==> src/rtl/seg7_scan_reader.sv <==
// seg7_scan_reader: recovers a multi-digit hex word from a multiplexed seven-segment bus.
// Optional feature macro SEG7_DOT_CAPTURE_EN: dot joins the stability compare and is captured per digit.
module seg7_scan_reader #(
  parameter int DIGITS        = 4,
  parameter int STABLE_CYCLES = 4
) (
  input  logic                  clk,
  input  logic                  rst,
  input  logic                  a,
  input  logic                  b,
  input  logic                  c,
  input  logic                  d,
  input  logic                  e,
  input  logic                  f,
  input  logic                  g,
  input  logic                  dot,
  input  logic [DIGITS-1:0]     digit_sel,
  output logic [4*DIGITS-1:0]   value,
  output logic [DIGITS-1:0]     invalid,
  output logic [DIGITS-1:0]     dots,
  output logic                  frame_valid
);

  localparam logic [7:0] STABLE_MAX = 8'(STABLE_CYCLES);
`ifdef SEG7_DOT_CAPTURE_EN
  localparam int SAMPLE_W = 8 + DIGITS;
`else
  localparam int SAMPLE_W = 7 + DIGITS;
`endif

  typedef enum logic [1:0] {
    ST_SETTLE  = 2'd0,
    ST_CAPTURE = 2'd1,
    ST_HOLD    = 2'd2
  } state_t;

  // Inverse of the encoder table; bit 4 flags an illegal pattern.
  function automatic logic [4:0] seg_decode(input logic [6:0] pat);
    case (pat)
      7'b1111110: seg_decode = 5'h00;
      7'b0110000: seg_decode = 5'h01;
      7'b1101101: seg_decode = 5'h02;
      7'b1111001: seg_decode = 5'h03;
      7'b0110011: seg_decode = 5'h04;
      7'b1011011: seg_decode = 5'h05;
      7'b1011111: seg_decode = 5'h06;
      7'b1110000: seg_decode = 5'h07;
      7'b1111111: seg_decode = 5'h08;
      7'b1111011: seg_decode = 5'h09;
      7'b1110111: seg_decode = 5'h0A;
      7'b0011111: seg_decode = 5'h0B;
      7'b1001110: seg_decode = 5'h0C;
      7'b0111101: seg_decode = 5'h0D;
      7'b1001111: seg_decode = 5'h0E;
      7'b1000111: seg_decode = 5'h0F;
      default:    seg_decode = 5'h10;
    endcase
  endfunction

  function automatic logic is_onehot(input logic [DIGITS-1:0] x);
    return (x != {DIGITS{1'b0}}) && ((x & (x - DIGITS'(1))) == {DIGITS{1'b0}});
  endfunction

  logic [SAMPLE_W-1:0] sample_d, sample_q;
  logic [DIGITS-1:0]   sel_s;
  logic [6:0]          pat_s;
  logic                sel_ok_s;
  logic                capture_s;
  logic                frame_done_s;
  logic [4:0]          dec_s;
  logic [7:0]          cnt_d, cnt_q;
  state_t              state_d, state_q;
  logic [4*DIGITS-1:0] shadow_val_d, shadow_val_q, value_d, value_q;
  logic [DIGITS-1:0]   shadow_inv_d, shadow_inv_q, invalid_d, invalid_q;
  logic [DIGITS-1:0]   mask_d, mask_q;
  logic                frame_valid_d, frame_valid_q;

`ifdef SEG7_DOT_CAPTURE_EN
  assign sample_d = {a, b, c, d, e, f, g, dot, digit_sel};
`else
  logic dot_unused;
  assign dot_unused = dot;
  assign sample_d   = {a, b, c, d, e, f, g, digit_sel};
`endif

  assign sel_s     = sample_q[DIGITS-1:0];
  assign pat_s     = sample_q[SAMPLE_W-1 -: 7];
  assign sel_ok_s  = is_onehot(digit_sel);
  assign capture_s = (state_q == ST_CAPTURE);
  assign dec_s     = seg_decode(pat_s);

  // Stability counter and dwell FSM; HOLD also exits if a new dwell began during CAPTURE.
  always_comb begin
    cnt_d   = cnt_q;
    state_d = state_q;
    if ((sample_d != sample_q) || !sel_ok_s) begin
      cnt_d = 8'd1;
    end else if (cnt_q >= STABLE_MAX) begin
      cnt_d = STABLE_MAX;
    end else begin
      cnt_d = cnt_q + 8'd1;
    end
    case (state_q)
      ST_SETTLE:  state_d = (sel_ok_s && (cnt_d == STABLE_MAX)) ? ST_CAPTURE : ST_SETTLE;
      ST_CAPTURE: state_d = ST_HOLD;
      ST_HOLD:    state_d = ((cnt_d != STABLE_MAX) || (cnt_q != STABLE_MAX)) ? ST_SETTLE : ST_HOLD;
      default:    state_d = ST_SETTLE;
    endcase
  end

  // Shadow-frame write and frame publication; a completing capture lands in the published frame.
  always_comb begin
    shadow_val_d  = shadow_val_q;
    shadow_inv_d  = shadow_inv_q;
    mask_d        = mask_q;
    value_d       = value_q;
    invalid_d     = invalid_q;
    frame_valid_d = 1'b0;
    frame_done_s  = 1'b0;
    if (capture_s) begin
      for (int k = 0; k < DIGITS; k++) begin
        if (sel_s[k]) begin
          shadow_val_d[4*k +: 4] = dec_s[3:0];
          shadow_inv_d[k]        = dec_s[4];
        end else begin
          shadow_inv_d[k]        = shadow_inv_q[k];
        end
      end
      mask_d = mask_q | sel_s;
    end else begin
      mask_d = mask_q;
    end
    if (mask_d == {DIGITS{1'b1}}) begin
      frame_done_s  = 1'b1;
      value_d       = shadow_val_d;
      invalid_d     = shadow_inv_d;
      frame_valid_d = 1'b1;
      mask_d        = {DIGITS{1'b0}};
    end else begin
      frame_done_s  = 1'b0;
    end
  end

  // State, sample and frame registers.
  always_ff @(posedge clk) begin
    if (rst) begin
      sample_q      <= {SAMPLE_W{1'b0}};
      cnt_q         <= 8'd0;
      state_q       <= ST_SETTLE;
      shadow_val_q  <= {(4*DIGITS){1'b0}};
      shadow_inv_q  <= {DIGITS{1'b0}};
      mask_q        <= {DIGITS{1'b0}};
      value_q       <= {(4*DIGITS){1'b0}};
      invalid_q     <= {DIGITS{1'b0}};
      frame_valid_q <= 1'b0;
    end else begin
      sample_q      <= sample_d;
      cnt_q         <= cnt_d;
      state_q       <= state_d;
      shadow_val_q  <= shadow_val_d;
      shadow_inv_q  <= shadow_inv_d;
      mask_q        <= mask_d;
      value_q       <= value_d;
      invalid_q     <= invalid_d;
      frame_valid_q <= frame_valid_d;
    end
  end

`ifdef SEG7_DOT_CAPTURE_EN
  logic [DIGITS-1:0] dot_shadow_d, dot_shadow_q, dots_d, dots_q;

  // Per-digit dot capture, published alongside the value frame.
  always_comb begin
    dot_shadow_d = dot_shadow_q;
    dots_d       = dots_q;
    if (capture_s) begin
      for (int k = 0; k < DIGITS; k++) begin
        if (sel_s[k]) begin
          dot_shadow_d[k] = sample_q[DIGITS];
        end else begin
          dot_shadow_d[k] = dot_shadow_q[k];
        end
      end
    end else begin
      dot_shadow_d = dot_shadow_q;
    end
    if (frame_done_s) begin
      dots_d = dot_shadow_d;
    end else begin
      dots_d = dots_q;
    end
  end

  // Dot registers.
  always_ff @(posedge clk) begin
    if (rst) begin
      dot_shadow_q <= {DIGITS{1'b0}};
      dots_q       <= {DIGITS{1'b0}};
    end else begin
      dot_shadow_q <= dot_shadow_d;
      dots_q       <= dots_d;
    end
  end

  assign dots = dots_q;
`else
  assign dots = {DIGITS{1'b0}};
`endif

  assign value       = value_q;
  assign invalid     = invalid_q;
  assign frame_valid = frame_valid_q;

endmodule
==> config.mk <==
export PLATFORM = sky130hd
export DESIGN_NAME = seg7_scan_reader
export DESIGN_NICKNAME = d
export VERILOG_FILES = /design/src/rtl/seg7_scan_reader.sv
export SDC_FILE = /design/constraint.sdc
export NUM_CORES = 1
export LEC_CHECK = 0
export ABC_AREA = 1
export CELL_PAD_IN_SITES_DETAIL_PLACEMENT = 1
export CELL_PAD_IN_SITES_GLOBAL_PLACEMENT = 1
export CORE_UTILIZATION = 35
export CTS_CLUSTER_SIZE = 24
export DETAILED_ROUTE_END_ITERATION = 16
export GPL_TIMING_DRIVEN = 1
export PLACE_DENSITY_LB_ADDON = 0.1
export SLEW_MARGIN = 15
export SYNTH_ARGS = -nofsm -noshare
export SYNTH_HDL_FRONTEND = slang
export SYNTH_SLANG_ARGS = --single-unit
==> constraint.sdc <==
create_clock -name clk -period 1.4 [get_ports clk]
set_input_delay 0.35 -clock clk [delete_from_list [all_inputs] [get_ports clk]]
set_output_delay 0.35 -clock clk [all_outputs]
set_load 0.01 [all_outputs]
== After elaboration in Yosys (flattened, before gate mapping) ==
Cells that the tools add are included.

* Flip-flop bits (word level): 66
* Input bits: 14
* Output and inout bits: 25
* Word-level logic and storage cells: 64

* Add/subtract/negate cells: 2
* Order comparisons: 1
* Eq/ne operators: 23
* Mux-type cells: 18
* Bitwise operators: 2
* Reductions and logical operators: 9

{| class="wikitable"
|+ Operator list
! cell !! count
|-
| $eq A7 B7 Y1 const B || 12
|-
| $pmux W5 S16 || 1
|-
| $mux W4 || 6
|-
| $eq A7 B6 Y1 const B || 3
|-
| $mux W16 || 1
|-
| $mux W8 || 2
|-
| $ne A8 B3 Y1 const B || 2
|-
| $ne A11 B11 Y1 || 1
|-
| $add A8 B1 Y8 const B || 1
|-
| $eq A8 B3 Y1 const B || 1
|-
| $ge A8 B3 Y1 const B || 1
|-
| $eq A7 B5 Y1 const B || 1
|-
| $mux W1 || 6
|-
| $pmux W2 S3 || 1
|-
| $and A4 B4 Y4 || 1
|-
| $eq A4 B4 Y1 const B || 1
|-
| $logic_not A4 Y1 || 1
|-
| $or A4 B4 Y4 || 1
|-
| $reduce_bool A4 Y1 || 1
|-
| $sub A4 B1 Y4 const B || 1
|-
| $eq A2 B1 Y1 const B || 1
|-
| $eq A2 B2 Y1 const B || 1
|-
| $logic_and A1 B1 Y1 || 2
|-
| $logic_not A2 Y1 || 1
|-
| other kinds (4) || 5
|}

== Depth between registers and ports, before layout ==
* Depth in word-level cells: 11
* Gate-level depth with buffers: 11
* Gate-level depth less buffers: 11

== Worst setup path before layout ==
OpenSTA, ideal clock, no wires.

* Kind: register to register
* From: register sample_q[7]
* To: register invalid_q[3], in the netlist invalid[3]
* Setup time: 0.113 ns
* Arrival time: 1.243 ns
* Required time: 1.287 ns
* Slack: 0.044 ns
* Cell stages (with the launch flop): 11
* Buffers on the path: 0
* Period minus slack after synthesis: 1.356 ns
* Path through: dfxtp_1 inv_2 nor2_1 nand2_1 or2_1 nand3_1 nor2_4 nand2_2 nand2_1 nand3_1 nand2_1

* Longest elaborated chain between the ends: 4
* Elaborated cells between the ends (all ways): 19
* Those cells by class: eq/ne: 16; mux: 3

{| class="wikitable"
|+ RTL lines
! what !! line !! RTL
|-
| start, declared || 64 || <nowiki>logic [SAMPLE_W-1:0] sample_d, sample_q;</nowiki>
|-
| start signal, assigned || 147 || <nowiki>sample_q <= {SAMPLE_W{1'b0}};</nowiki>
|-
| start signal, assigned || 157 || <nowiki>sample_q <= sample_d;</nowiki>
|-
| $eq A7 B7 Y1 (tied with other cells) || 39 || <nowiki>case (pat)</nowiki>
|-
| $pmux W5 S16 (*) || 39 ||
|-
| $mux W1 (*) || 122 || <nowiki>if (sel_s[k]) begin</nowiki>
|-
| $mux W4 (*) || 120 || <nowiki>if (capture_s) begin</nowiki>
|-
| end signal, assigned || 154 || <nowiki>invalid_q <= {DIGITS{1'b0}};</nowiki>
|-
| end signal, assigned || 164 || <nowiki>invalid_q <= invalid_d;</nowiki>
|-
| end, declared || 74 || <nowiki>logic [DIGITS-1:0] shadow_inv_d, shadow_inv_q, invalid_d, invalid_q;</nowiki>
|}

Mark *: on every way between the ends. The rest lies on a longest branch, timed or not.
A chain may end at the register's enable or synchronous reset.

== Final worst setup path ==
* From: register sample_q[10]
* To: register value_q[6], in the netlist value[6]

* Longest elaborated chain between the ends: 4
* Elaborated cells between the ends (all ways): 19
* Those cells by class: eq/ne: 16; mux: 3

{| class="wikitable"
|+ RTL lines
! what !! line !! RTL
|-
| $eq A7 B7 Y1 (tied with other cells) || 39 ||
|-
| $pmux W5 S16 (*) || 39 ||
|-
| $mux W4 (*) || 122 ||
|-
| $mux W16 (*) || 120 ||
|-
| end signal, assigned || 153 || <nowiki>value_q <= {(4*DIGITS){1'b0}};</nowiki>
|-
| end signal, assigned || 163 || <nowiki>value_q <= value_d;</nowiki>
|-
| end, declared || 73 || <nowiki>logic [4*DIGITS-1:0] shadow_val_d, shadow_val_q, value_d, value_q;</nowiki>
|}

Marked as above.

==> flow_summary.json <==
{
  "syn_area_per_cell_um2": 7.29,
  "period_needed_ns": 1.64,
  "drc": 0,
  "placed_cells": 556,
  "crit_family": "simple AND/OR/NAND/NOR gates",
  "outcome": "finished, violations left",
  "start_util_pct": 36.9,
  "clk_pin_slew_ns": 0.08,
  "cts_htree_levels": 3,
  "syn2layout_area_growth_pct": 58.0,
  "worst-path-buf-inv": 2,
  "grt_first_pass_wirelength_um": 13100,
  "n_fill_cell": 935,
  "place.port_buffers": 33,
  "fp.dieH_um": 92.9,
  "drtIter0Drc": 41,
  "slew_violations": 0,
  "cap_viol_max_count": 0,
  "place.gp.congestion": 0.843,
  "worst-path-max-fanout": 5,
  "dp_slack_ns": -0.522,
  "critPathMaxStageDelay_ns": 0.39,
  "p_per_area_mw_per_mm2": 833,
  "layout-drive-gt1-share_pct": 46.9,
  "endpoint_kind": "flip-flop",
  "syn_area_mm2": 0.00289,
  "final_core_util_pct": 58.3,
  "ir_drop_mv": 0.429,
  "drt_wl_total_um": 8970,
  "clk_latency_ns": 0.36,
  "fin_cells": 588,
  "setup_ws_ns": -0.238,
  "reg2reg_slack_ns": -0.24,
  "startpoint_type": "flip-flop",
  "cts_buffer_depth": 2,
  "vias": 2823,
  "cp_common_cell": "nor2_4",
  "finalClockSkew_ns": 0.0122,
  "fmax_mhz": 611,
  "clock-root-buffer": "clkbuf_8",
  "seq_area_frac_synth_pct": 45.7,
  "antenna_left": 0,
  "coreArea_mm2": 0.00785,
  "yosysWarnings": 0,
  "leakagePower_nw": 2.07,
  "final_common_cell": "nand2_1",
  "violations": "negative setup slack",
  "finalSetupViolCount": 43,
  "mostFrequentLayoutCells": "74 x nand2_1, 56 x dfxtp_1, 42 x nor2_1",
  "path_class": "flip-flop to flip-flop",
  "die-area_mm2": 0.00864,
  "diodes": 0,
  "cts_tree": "built",
  "crit_slowest_cell": "dfxtp_4",
  "antenna_found_initial": 0,
  "holdWs_ns": 0.387,
  "num_rows": 32,
  "rsz0062_at_grt": "yes",
  "ys_seq_elements": 66,
  "path_cells": "nand3b_1 > buf_4 > nor2_4 > nand2_2 > nand3_4 > nor2_4 > buf_12 > nand2_4 > o21ai_4 > o21ai_2",
  "grt_pass1_vias": 2802,
  "fin_crit_sh_pct": 117,
  "die_x_um": 92.9,
  "dp_hpwl_um": 5120,
  "totalPowerFinal_mw": 3.81,
  "io_pins": 39,
  "final_net_count": 499,
  "grt_use_total_pct": 19.7,
  "netlist_instances": 397,
  "numClockSinks": 66,
  "overflow": 0,
  "cp_data_required_time_ns": 1.69,
  "via_per_inst": 4.80,
  "firstDrtPassIters": 4,
  "cts_buffers": 9,
  "worstPathArrival_ns": 1.93,
  "synth_cell_type_count": 34,
  "finalHoldViolations": 0,
  "wl_per_cell_um": 15.3,
  "holdCritPathClass": "primary input to flip-flop",
  "grt_max_degree": 20
}
-- power breakdown --
part / internal, mW / total [mW] / switching, mW
sequential: 1.90 / 1.94 / 0.0387
clock: 0.765 / 1.52 / 0.757
combinational: 0.151 / 0.350 / 0.199
-- area by class of cell --
class,instances,area (um^2),area share (%)
clock inverter,2,12.5,0.274
sequential,66,1350,29.6
tap,102,128,2.79
clock buffer,12,165,3.61
multi-input combinational,278,1920,41.9
timing repair buffer,83,791,17.3
inverter,45,208,4.54
-- cell families (layout without fill, tap and decap cells) --
group,count (synthesis),after routing,share of synthesized area (%)
AND/OR/NAND/NOR,229,229,35.1
flip-flops,66,66,45.7
buffers and inverters,61,142,8.99
AO/OA/AOI/OAI,37,37,8.95
adder cells (fa/ha/maj),2,2,0.865
other,1,9,0.130
XOR/XNOR,1,1,0.303
-- layer usage --
layer | wire length [um] | up-vias | global-route usage [%]
li1 | - | 1398 | -
met1 | 3670 | 1351 | 22.8
met4 | 279 | 0 | 8.46
met2 | 4770 | 50 | 34.1
met3 | 245 | 24 | 5.09
met5 | 0 | - | 0
-- through the flow --
stage	area, um^2	TNS, ns
floorplan	2920	0
global placement	3560	-6.67
detailed placement	3560	-9.22
CTS	4060	-1.93
global route	4570	-10.15
finish	4570	-6.52
-- worst min-delay path: cells and delay by family --
kind / cells / cell delay, ns
buffers and inverters: 2 / 0.33
AND/OR/NAND/NOR: 1 / 0.04
-- registers in the layout, summed over array words and instances (netlist names) --
register	count
value	16
shadow_inv_q	4
cnt_q	8
frame_valid	1
shadow_val_q	16
state_q	2
mask_q	4
invalid	4
sample_q	11
-- synthesized netlist by cell type (all sizes together) --
library cell | number | area [um^2]
xnor2 | 1 | 8.76
inv | 45 | 171
nand3b | 2 | 15.0
nor3 | 4 | 20.0
dfxtp | 66 | 1320
ha | 2 | 25.0
o21ai | 27 | 176
o211ai | 4 | 30.0
conb | 1 | 3.75
buf | 8 | 58.8
and3 | 1 | 6.26
clkbuf | 8 | 30.0
nand2 | 108 | 420
nand3 | 32 | 170
a21oi | 4 | 20.0
o2111ai | 1 | 26.3
or2 | 10 | 62.6
o22ai | 1 | 6.26
nor4 | 1 | 6.26
nand4 | 1 | 6.26
nor2 | 70 | 309
-- final timing paths --
check / from / end / cells past startpoint
setup reg to reg: sample_q[10] / value[6] / 10
hold reg to reg: invalid[3] / invalid[3] / 2
hold / removal: b / sample_q[9] / 3
setup / recovery: sample_q[10] / value[6] / 10
-- what timing repair did --
action | 4_1_cts | 5_1_grt
gates resized for setup | 123 | 101
cloned | 1 | 1
setup endpoints to repair | 67 | 49
setup buffers | 8 | 11
hold buffers | 0 | 0
pin swaps | 31 | 51
(Power assumes the default switching activity.)
